File: src/rtl/nsalu_pkg.sv
// Shared definitions for the nibble-serial ALU.
//   state_e  : sequencer states
//   OP_ADD / OP_SUB : encodings of the op input
//   NIBBLE_W : width of one slice handled by the shared adder per clock
package nsalu_pkg;

   typedef enum logic [1:0] {
      IDLE = 2'd0,
      RUN  = 2'd1,
      DONE = 2'd2
   } state_e;

   localparam logic OP_ADD = 1'b0;
   localparam logic OP_SUB = 1'b1;

   localparam int unsigned NIBBLE_W = 4;

endpackage

File: src/rtl/adder.sv
// 4-bit ripple adder shared across the tile.
// Ports:
//   A, B : addends
//   CI   : carry in
//   Y    : sum
//   C    : carry out of bit 3
//   V    : signed overflow (carry into bit 3 XOR carry out of bit 3)
module adder (
   input  logic [3:0] A,
   input  logic [3:0] B,
   input  logic       CI,
   output logic [3:0] Y,
   output logic       C,
   output logic       V
);

   logic [4:0] sum;
   logic       carry_into_msb;

   assign sum = {1'b0, A} + {1'b0, B} + {4'b0000, CI};
   assign Y   = sum[3:0];
   assign C   = sum[4];

   // Sum bit 3 = A3 ^ B3 ^ c3, so c3 falls out of the sum directly.
   assign carry_into_msb = A[3] ^ B[3] ^ sum[3];
   assign V              = carry_into_msb ^ C;

endmodule

File: src/rtl/nibble_serial_alu.sv
// Wide add/subtract built by walking the operands one nibble per clock through
// a single shared 4-bit adder, LSB nibble first, with the carry held between
// nibbles. Subtraction is A + ~B + ~borrow_in.
// Ports:
//   clk, rst_n          : clock, synchronous active-low reset
//   start               : request, only honoured when idle
//   op                  : 0 = ADD, 1 = SUB
//   ci_in               : carry-in (ADD) or borrow-in (SUB)
//   a_in, b_in          : operands, latched on an accepted start
//   busy                : high while running and during the done cycle
//   done                : one-cycle completion pulse
//   result              : final value, held until the next completion
//   flag_c/v/z/n        : carry (SUB: 1 = no borrow), overflow, zero, negative
module nibble_serial_alu
   import nsalu_pkg::*;
#(
   parameter int unsigned NIBBLES = 4
) (
   input  logic                      clk,
   input  logic                      rst_n,
   input  logic                      start,
   input  logic                      op,
   input  logic                      ci_in,
   input  logic [NIBBLE_W*NIBBLES-1:0] a_in,
   input  logic [NIBBLE_W*NIBBLES-1:0] b_in,
   output logic                      busy,
   output logic                      done,
   output logic [NIBBLE_W*NIBBLES-1:0] result,
   output logic                      flag_c,
   output logic                      flag_v,
   output logic                      flag_z,
   output logic                      flag_n
);

   localparam int unsigned W  = NIBBLE_W * NIBBLES;
   localparam int unsigned KW = $clog2(NIBBLES);
   localparam logic [KW-1:0] K_LAST = KW'(NIBBLES - 1);

   state_e           state_q, state_d;
   logic [KW-1:0]    k_q, k_d;
   logic [W-1:0]     a_q, a_d;
   logic [W-1:0]     b_q, b_d;
   logic [W-1:0]     acc_q, acc_d;
   logic [W-1:0]     result_q, result_d;
   logic             op_q, op_d;
   logic             carry_q, carry_d;
   logic             c_q, c_d, v_q, v_d, z_q, z_d, n_q, n_d;

   logic [NIBBLE_W-1:0] add_a, add_b, add_y;
   logic                add_c, add_v;

   // Nibble k starts at bit 4k; appending two zeros is the multiply by four.
   assign add_a = a_q[{k_q, 2'b00} +: NIBBLE_W];
   assign add_b = (op_q == OP_SUB) ? ~b_q[{k_q, 2'b00} +: NIBBLE_W]
                                   :  b_q[{k_q, 2'b00} +: NIBBLE_W];

   adder u_adder (
      .A  (add_a),
      .B  (add_b),
      .CI (carry_q),
      .Y  (add_y),
      .C  (add_c),
      .V  (add_v)
   );

   always_comb begin
      state_d  = state_q;
      k_d      = k_q;
      a_d      = a_q;
      b_d      = b_q;
      acc_d    = acc_q;
      result_d = result_q;
      op_d     = op_q;
      carry_d  = carry_q;
      c_d      = c_q;
      v_d      = v_q;
      z_d      = z_q;
      n_d      = n_q;

      case (state_q)
         IDLE: begin
            if (start) begin
               a_d     = a_in;
               b_d     = b_in;
               op_d    = op;
               // Borrow-in becomes the inverted carry-in of A + ~B.
               carry_d = (op == OP_ADD) ? ci_in : ~ci_in;
               k_d     = '0;
               state_d = RUN;
            end
         end
         RUN: begin
            acc_d[{k_q, 2'b00} +: NIBBLE_W] = add_y;
            carry_d = add_c;
            k_d     = k_q + 1'b1;
            if (k_q == K_LAST) begin
               // acc_d already holds the top nibble, so flags see the full value.
               result_d = acc_d;
               c_d      = add_c;
               v_d      = add_v;
               z_d      = (acc_d == '0);
               n_d      = acc_d[W-1];
               state_d  = DONE;
            end
         end
         DONE: begin
            state_d = IDLE;
         end
         default: begin
            state_d = IDLE;
         end
      endcase
   end

   always_ff @(posedge clk) begin
      if (!rst_n) begin
         state_q  <= IDLE;
         k_q      <= '0;
         a_q      <= '0;
         b_q      <= '0;
         acc_q    <= '0;
         result_q <= '0;
         op_q     <= 1'b0;
         carry_q  <= 1'b0;
         c_q      <= 1'b0;
         v_q      <= 1'b0;
         z_q      <= 1'b0;
         n_q      <= 1'b0;
      end else begin
         state_q  <= state_d;
         k_q      <= k_d;
         a_q      <= a_d;
         b_q      <= b_d;
         acc_q    <= acc_d;
         result_q <= result_d;
         op_q     <= op_d;
         carry_q  <= carry_d;
         c_q      <= c_d;
         v_q      <= v_d;
         z_q      <= z_d;
         n_q      <= n_d;
      end
   end

   assign busy   = (state_q != IDLE);
   assign done   = (state_q == DONE);
   assign result = result_q;
   assign flag_c = c_q;
   assign flag_v = v_q;
   assign flag_z = z_q;
   assign flag_n = n_q;

endmodule

File: config.mk
export PLATFORM = sky130hd
export DESIGN_NAME = nibble_serial_alu
export DESIGN_NICKNAME = d
export VERILOG_FILES = /design/src/rtl/nsalu_pkg.sv /design/src/rtl/adder.sv /design/src/rtl/nibble_serial_alu.sv
export SDC_FILE = /design/constraint.sdc
export NUM_CORES = 1
export LEC_CHECK = 0
export CORE_UTILIZATION = 40
export CTS_CLUSTER_DIAMETER = 50
export DETAILED_ROUTE_END_ITERATION = 8
export DONT_BUFFER_PORTS = 1
export PLACE_DENSITY_LB_ADDON = 0.12
export SYNTH_ARGS = -nofsm -noshare
export SYNTH_HDL_FRONTEND = slang
export SYNTH_HIERARCHICAL = 1
export SYNTH_SLANG_ARGS = --single-unit
File: constraint.sdc
create_clock -name clk -period 2.7 [get_ports clk]
set_input_delay 0.135 -clock clk [delete_from_list [all_inputs] [get_ports clk]]
set_output_delay 0.135 -clock clk [all_outputs]
set_load 0.05 [all_outputs]
After elaboration in Yosys (flattened, before gate mapping):

Index checks and enable logic that the tools add are counted.

* bits in registers: 74
* bits of input ports: 37
* output and inout bits: 22
* logic and storage cells: 48

* add/sub/neg operators: 4
* eq/ne operators: 5
* shifts and indexed selects: 4
* mux-type cells: 10
* bitwise operators: 5
* reduce and logical (&&, ||, !) cells: 8

Operators with widths (number)
* 16-bit by 5-bit variable part select with 4-bit output: 2
* 16-bit bitwise mux: 1
* 16-bit zero test: 1
* 4-bit by 6-bit variable shift with 16-bit output (first input constant): 1
* 4-bit by 6-bit variable part select with 16-bit output: 1
* 2-bit one-hot mux with 2 select lines: 2
* 2-bit AND reduction: 4
* 2-bit 2-to-1 mux: 3
* 4-bit negator with 6-bit output: 1
* 4-bit by 4-bit adder with 5-bit output: 1
* 5-bit by 1-bit adder with 5-bit output: 1
* 2-bit == test (second input constant): 2
* 4-bit 2-to-1 mux: 1
* 2-bit inequality test (second input constant): 2
* 4-bit NOT: 1
* 2-bit nonzero test: 2
* 1-bit bitwise XOR: 3
* 2-bit by 1-bit adder with 2-bit output (second input constant): 1
* 2-bit by 1-bit == test with 1-bit output (second input constant): 1
* 2-bit zero test: 1
* 1-bit 2-to-1 mux: 2
* 1-bit one-hot mux with 2 select lines: 1
* 1-bit NOT: 1

Logic depth before layout (Yosys ltp):

Gate-level depths: netlist of run 1.

* word-level depth: 8
* depth in mapped cells: 11
* mapped depth without buffers: 10

Cells and area by module:

Netlist of run 1, hierarchy kept.

Modules (own cells, without submodules)
* nibble_serial_alu: times used 1, cells each 365, area each 3138.0 sq um, seq. area each 1461.4 sq um
* adder: times used 1, cells each 18, area each 157.7 sq um, seq. area each 0.0 sq um

Worst setup path before layout of run 1:

No wires, ideal clock.

* path kind: flip-flop to flip-flop
* start: register k_q[0]
* end: register z_q, in the netlist flag_z
* setup time: 84 ps
* arrival time: 2743 ps
* data required time: 2616 ps
* path slack: -127 ps
* stages on the path, launching flop included: 12
* buffers on the path: 3
* clock period less this slack: 2827 ps
* path through: dfxtp_1 -> buf_4 -> buf_4 -> mux4_2 -> fa_1 -> a21o_1 -> a21oi_2 -> xnor2_1 -> buf_1 -> o21ai_0 -> o2111ai_1 -> o31ai_2

* elaborated cells between the ends (all ways): 13
* those cells by class: add/sub (3); eq/ne (1); shift (4); mux (2); bitwise (1); reduce/logical (2)

RTL lines
* start: declaration: RTL line nibble_serial_alu.sv:40 `logic [KW-1:0] k_q, k_d;`
* start signal: assignment: RTL line nibble_serial_alu.sv:131 `k_q <= k_d;`
* 16-bit by 5-bit variable part select with 4-bit output: RTL line nibble_serial_alu.sv:53 `assign add_a = a_q[{k_q, 2'b00} +: NIBBLE_W];`
* via add_a[0]: RTL line nibble_serial_alu.sv:49 `logic [NIBBLE_W-1:0] add_a, add_b, add_y;`
* 4-bit by 4-bit adder with 5-bit output: RTL line adder.sv:20 `assign sum = {1'b0, A} + {1'b0, B} + {4'b0000, CI};`
* 5-bit by 1-bit adder with 5-bit output: RTL line adder.sv:20
* via add_y[3]: RTL line nibble_serial_alu.sv:49
* 4-bit by 6-bit variable part select with 16-bit output: RTL line nibble_serial_alu.sv:93 `acc_d[{k_q, 2'b00} +: NIBBLE_W] = add_y;`
* 16-bit bitwise mux: RTL line nibble_serial_alu.sv:93
* 16-bit zero test: RTL line nibble_serial_alu.sv:101 `z_d = (acc_d == '0);`
* end signal: assignment: RTL line nibble_serial_alu.sv:140 `z_q <= z_d;`
* end: declaration: RTL line nibble_serial_alu.sv:47 `logic c_q, c_d, v_q, v_d, z_q, z_d, n_q, n_d;`

The timed path passes the listed nets, and every way through them passes these cells.
A chain may end at the register's enable or synchronous reset.

Final worst setup path of run 1:

Ends and elaborated chain as after synthesis.

==> results by group, run 1 <==
Placement
  • Routability cong.: 0.758
  • Cell count after placement: 473
  • PortBufs: 0
  • Area of placed instances: roughly 3400 um2
  • DP HPWL: between 5000 and 6000 um

Global route
  • GR Util All Layers: between 10% and 20%
  • Initial antenna violation count: 0
  • First-pass GRT wire length: approximately 13000 um
  • Remaining Overflow, GRT: 0
  • Vias in the first global route: ~2700
  • Largest net degree at the start of global routing: 37

Synth
  • EDFF count, synth: 0
  • Post-Synth XOR/XNOR Area: about 2.1%
  • Post-synthesis cell count: between 300 and 400
  • Post-synthesis mux area share: 5.77%
  • Largest family of logic cells by synthesized area: simple AND/OR/NAND/NOR gates
  • Avg Cell Area, Syn: ~8.6 um2
  • Yosys top cell area share: 44.3%
  • FF+latch count, synth: 73
  • Synth top area cells: dfxtp_1 (44%), nand2_1 (8.8%), a21oi_1 (6.2%), mux4_2 (5.5%), nor2_1 (5.1%)
  • Post-Synth Simple-Gate Area: about a fifth
  • Largest area contributor in the netlist: dfxtp_1
  • Synthesized cell area: roughly 3300 um2
  • Unique cell type count in the Yosys netlist: 42
  • Ys Warns: 6
  • Synth Net Count: 431
  • Sequential area share after synthesis: 44.3%
  • Asr flop ratio synth: 0%
  • Post-Synth Adder-Cell Area: approximately 4.6%
  • Synth Area in Compound Gates: 17.5%
  • Main synth FF type: dfxtp_1

Run status
  • Outcome: finished clean

Detailed routing
  • Routed Antenna Nets: 0
  • Wire per inst: 14.7 um
  • Final WL: just under 8000 um
  • Via count: roughly 2700
  • Highest Signal Layer: met4
  • DR iter-0 viols: between 70 and 80
  • Routed wl met2: roughly 3900 um
  • Avg Vias per Cell: between 5 and 6
  • Met1 WL: 3400 um
  • DRC Markers: 0
  • Router iterations before antenna repair: 4
  • Met3 routed WL: 271 um

Job
  • MaxCap Viol Count: 0

Timing
  • Fmax: roughly 0.38 GHz
  • Final Cycle Share: between 90% and 100%
  • Tightest Pin Transition: ~0.95 ns
  • Max-slew headroom: between 30% and 40%
  • Min Tclk post-route: 2.61 ns
  • Final setup vio count: 0
  • Final Slew Violations: 0
  • Final hold violations: 0
  • Worst clock skew: 0.00641 ns

Clock network
  • Longest Clk Path Bufs: 2
  • CTS tree: done
  • Clock latency on the worst-skew pair: ~0.34 ns
  • TritonCTS Buffers: 9
  • H-tree levels: 3
  • Clock Sink Count: 73
  • CTS root buffer: clkbuf_8
  • CTS clk-pin slew, worst paths: ~0.07 ns

Critical path
  • Startpoint Class: flip-flop
  • Critical path fanouts, max: 8
  • Crit path depth: 9
  • CP cell instances: buf_4, mux4_2, fa_2, a21o_1, a21oi_4, xnor2_4, o21ai_1, o2111ai_1, o31ai_2
  • CP arrival: ~2.9 ns
  • R2r setup slk: between 0.08 and 0.09 ns
  • Worst reg2reg startpoint: k_q[0]
  • Endpoint class of the critical path: flip-flop
  • CP peak stage delay: ~0.53 ns
  • CP max-delay cell: mux4_2
  • Worst setup path end: flag_z
  • Worst Path Buf+Inv: 1
  • Crit path from: k_q[0]
  • Setup CP Type: flip-flop to flip-flop
  • CP top delay family: compound AO/OA/AOI/OAI gates
  • Cell count of the worst reg-to-reg path: 9
  • FF-to-FF End: flag_z
  • WP data required: between 2 and 3 ns

Power
  • P_leak: 1.50 nW
  • Power per standard cell area: roughly 600 nW/um2
  • Max VDD drop: roughly 0.3 mV
  • Part of the power in combinational logic: between 10% and 20%
  • Flop pwr share: ~48%
  • Clock network power share: around 34%
  • Total power draw: between 2 and 2.5 mW
  • P_sw: approximately 0.67 mW
  • Sw Ratio: 27.9%
  • Internal: roughly 1.7 mW

Cells and area
  • Area growth syn-to-layout: 23.0%
  • Nets@finish: about 470
  • Final std cells w/o fill: 525
  • Fin util: 51.7%
  • Fin area: 4060 um2
  • Antenna cells: 0
  • Layout cells sized above 1: between 10% and 20%

Min path
  • Hold crit path type: input pin to flip-flop

Die
  • Initial Utilization: a little over two fifths
  • Row Count: 32
  • Die area: between 8000 and 9000 um2
  • Boundary pin count: 59
  • Die H: 92.8 um
  • DIE WIDTH: 92.8 um
  • Core Footprint: 7850 um2
power by group through the flow:
stage	combinational [mW]	clock, mW	sequential [mW]
6_report	0.440	0.824	1.15
2_1_floorplan	0.266	0	1.16
4_1_cts	0.403	0.851	1.15
5_1_grt	0.486	0.897	1.16
3_5_place_dp	0.355	0	1.18
3_3_place_gp	0.352	0	1.18
layout by cell type, fill, tap and decap left out, types with 2 or more instances in the layout:
master         Yosys  final
and2_1             2      2
clkbuf_1          18      2
a32oi_1            5      5
inv_1             10      9
a21oi_1           41     40
nor2b_1            6      6
inv_2              1      2
clkinv_2           0      2
nand3_1            4      4
or4_1              3      3
a21oi_4            0      2
buf_4              3     17
a221oi_1           9      9
nor2_1            45     45
mux4_2             8      8
nand2b_1           3      3
dlygate4sd3_1      0     34
dfxtp_1           73     72
nor3_1             9      9
fa_2               0      2
a22oi_1            8      8
ha_1               9      9
xnor2_4            0      2
clkbuf_8           0      9
xor2_1             5      4
nand2_1           77     77
a211oi_1          14     13
per-layer routing:
metal	track usage [%]	vias to the layer above
met5	0	-
met4	6.92	0
met3	4.68	12
met2	33.9	59
met1	22.4	1281
li1	-	1394
how the worst min path moves through the flow:
stage                     startpoint         end  slack (ns)  cells after the start
final                          start  state_q[0]        0.07                      3
after global routing           rst_n     carry_q        0.10                      2
after CTS                      start  state_q[0]        0.06                      3
after detailed placement    b_in[11]     b_q[11]        0.28                      2
after global placement       b_in[2]      b_q[2]        0.27                      2
after floorplan              a_in[0]      a_q[0]        0.27                      2
repair_timing:
| item | in CTS | in global routing |
|---|---|---|
| cloned | 0 | 0 |
| gates resized for setup | 2 | 12 |
| hold buffers | 34 | 0 |
| setup buffers | 0 | 2 |
| setup endpoints to repair | 14 | 19 |
| endpoints found under the hold margin | 35 | 0 |
| pin swaps | 0 | 3 |
registers in the layout, summed over array words and instances, names as in the netlist:
name	flops
b_q	16
flag_z	1
op_q	1
flag_c	1
flag_v	1
acc_q	16
state_q	2
carry_q	1
a_q	16
k_q	2
result	16
cell usage after synthesis, drive strengths merged (6+ instances only):
| cell type | n |
|---|---|
| a211oi | 14 |
| a21oi | 43 |
| a221oi | 9 |
| a22oi | 8 |
| buf | 10 |
| clkbuf | 18 |
| dfxtp | 73 |
| ha | 9 |
| inv | 11 |
| mux4 | 8 |
| nand2 | 77 |
| nor2 | 45 |
| nor2b | 6 |
| nor3 | 11 |
worst min-delay path, cell delays in order:
cell and delay [ns]:
and2_1 0.13, nor2_1 0.05, nor2_1 0.06
metrics by stage:
stage	setup WS, ns	hold WS [ns]	setup TNS (ns)
final	0.0852	0.0724	0
after global routing	-0.00963	0.101	-0.00963
after CTS	-0.0501	0.0646	-0.0501
after detailed placement	-0.281	0.278	-1.84
after global placement	-0.203	0.273	-1.07
after floorplan	0.0111	0.271	0
cell type report:
class | instances | area, um2
well taps | 102 | 128
fillers | 785 | 3790
clock buffers | 11 | 131
repair buffers | 52 | 488
inverters | 11 | 41.3
flip-flops and latches | 73 | 1470
clock inverters | 5 | 56.3
multi-input cells | 271 | 1750
logic make-up after synthesis:
family / count (synthesis)
flops: 73
xor+xnor: 8
mux: 9
buf+inv: 39
simple gates: 156
compound gates: 87
fa+ha+maj: 11
(Power assumes the default switching activity.)
==> run 2: changes to the inputs <==
==> constraint.sdc (replaced) <==
create_clock -name clk -period 2.9 [get_ports clk]
set_input_delay 0.145 -clock clk [delete_from_list [all_inputs] [get_ports clk]]
set_output_delay 0.145 -clock clk [all_outputs]
set_load 0.05 [all_outputs]
==> results by group, run 2 (same netlist as run 1, synthesis figures left out) <==
Timing
  • Min Tclk post-route: roughly 2.7 ns
  • Hold_ws: roughly 0.015 ns
  • Final Cycle Share: 94.7%
  • Final hold violations: 0
  • Worst clock skew: 0.0112 ns
  • Final Slew Violations: 0
  • Max-slew headroom: 37.0%
  • RSZ-0062 raised after global routing: no
  • Fmax: between 0.3 and 0.4 GHz
  • Final setup vio count: 0
  • Tightest Pin Transition: approximately 0.94 ns

Detailed routing
  • Wire per inst: roughly 15 um
  • Via count: ~2700
  • Router iterations before antenna repair: 4
  • Final WL: about 7900 um
  • Avg Vias per Cell: roughly 5.3
  • DR iter-0 viols: 77
  • Routed Antenna Nets: 0
  • DRC Markers: 0

Global route
  • Initial antenna violation count: 0
  • Vias in the first global route: 2719
  • Remaining Overflow, GRT: 0
  • First-pass GRT wire length: about 13000 um
  • Largest net degree at the start of global routing: between 50 and 60
  • GR Util All Layers: 20.0%

Critical path
  • Critical path fanouts, max: 8
  • Endpoint class of the critical path: flip-flop
  • Startpoint Class: flip-flop
  • Setup CP Type: flip-flop to flip-flop
  • WP data required: 3.17 ns
  • CP arrival: between 3 and 4 ns

Clock network
  • Clock Sink Count: 73
  • CTS tree: done
  • Clock latency on the worst-skew pair: approximately 0.35 ns
  • CTS clk-pin slew, worst paths: 0.09 ns
  • TritonCTS Buffers: 9
  • H-tree levels: 3
  • CTS root buffer: clkbuf_8
  • Longest Clk Path Bufs: 2

Min path
  • Hold crit path type: input pin to flip-flop

Power
  • Max VDD drop: 0.255 mV
  • Power per standard cell area: just under 600 nW/um2
  • Total power draw: roughly 2.4 mW
  • P_leak: around 1.5 nW

Cells and area
  • Register area: around 1500 um2
  • Antenna cells: 0
  • Area growth syn-to-layout: 22.1%
  • Fillers: ~790
  • Commonest non-fill, non-tap cell in the layout: nand2_1
  • Area of the multi-input gates: 1720 um2
  • Layout cells sized above 1: roughly an eighth
  • Fin area: 4020 um2
  • Nets@finish: between 400 and 500
  • Commonest non-fill, non-tap cells in the layout: nand2_1 (77), dfxtp_1 (73), nor2_1 (45), a21oi_1 (41), dlygate4sd3_1 (34)

Die
  • Initial Utilization: 42.0%
  • Core Footprint: roughly 8000 um2
  • DIE WIDTH: slightly above 90 um
  • Die H: 92.8 um
  • Boundary pin count: slightly below 60
  • Die area: 8610 um2
  • Row Count: 32

Placement
  • PortBufs: 0
  • Routability cong.: between 0.7 and 0.8
  • Area of placed instances: 3410 um2
  • DP HPWL: approximately 5400 um

Job
  • MaxCap Viol Count: 0

Run status
  • Outcome: finished clean
run 2: cell count changes in the layout (fill, tap and decap cells not counted), moves of 2 or more:
| cell | delta |
|---|---|
| buf_4 | -4 |
| clkbuf_1 | -2 |
| fa_1 | +2 |
| fa_2 | -2 |
run 2: worst paths after layout:
kind,start,to,slack [ns],cells past startpoint
worst max-delay path,k_q[0],flag_z,0.15,9
worst min-delay path,rst_n,state_q[1],0.02,1
worst min register to register,b_q[8],b_q[8],0.45,2
worst max register to register,k_q[0],flag_z,0.15,9
run 2: cell type report:
cell class / count / area share (%)
Clock buffer: 10 / 3.42
Clock inverter: 6 / 2.24
Inverter: 11 / 1.03
Multi-Input combinational cell: 271 / 42.7
Sequential cell: 73 / 36.3
Tap cell: 102 / 3.17
Timing Repair Buffer: 48 / 11.2
run 2: critical path, stage by stage (launching register included):
cell and delay [ns]:
dfxtp_1 0.37, buf_6 0.16, mux4_2 0.55, fa_1 0.45, a21o_1 0.22, a21oi_4 0.23
xnor2_4 0.15, o21ai_1 0.15, o2111ai_1 0.14, o31ai_2 0.24
run 2: per-stage QoR:
step | util, % | setup TNS (ns) | instances | setup slack, ns
final | 51.3 | 0 | 521 | 0.154
after global routing | 51.3 | 0 | 521 | 0.0219
after CTS | 50.8 | 0 | 521 | 0.0315
after detailed placement | 43.4 | -0.850 | 471 | -0.177
after global placement | 43.4 | -0.148 | 471 | -0.0533
after floorplan | - | 0 | 383 | 0.0725
run 2: power by group:
| part | internal [mW] | switching (mW) | total (mW) | leakage (nW) |
|---|---|---|---|---|
| sequential | 1.04 | 0.0266 | 1.07 | 0.595 |
| clock | 0.511 | 0.398 | 0.909 | 0.113 |
| combinational | 0.159 | 0.223 | 0.382 | 0.790 |
| total | 1.71 | 0.648 | 2.36 | 1.50 |
run 2: repair_timing:
action	CTS	global route
setup buffers	0	0
setup endpoints to repair	11	9
pin swaps	0	0
hold buffers	34	0
gates resized for setup	2	6
hold endpoints to repair	34	0
run 2: routing by layer:
layer	track usage, %	routed length [um]	part of all wire, %
met1	24.2	3540	45
met3	4.19	345	4.4
met4	7.31	121	1.5
met5	0	0	0
met2	34.7	3910	49
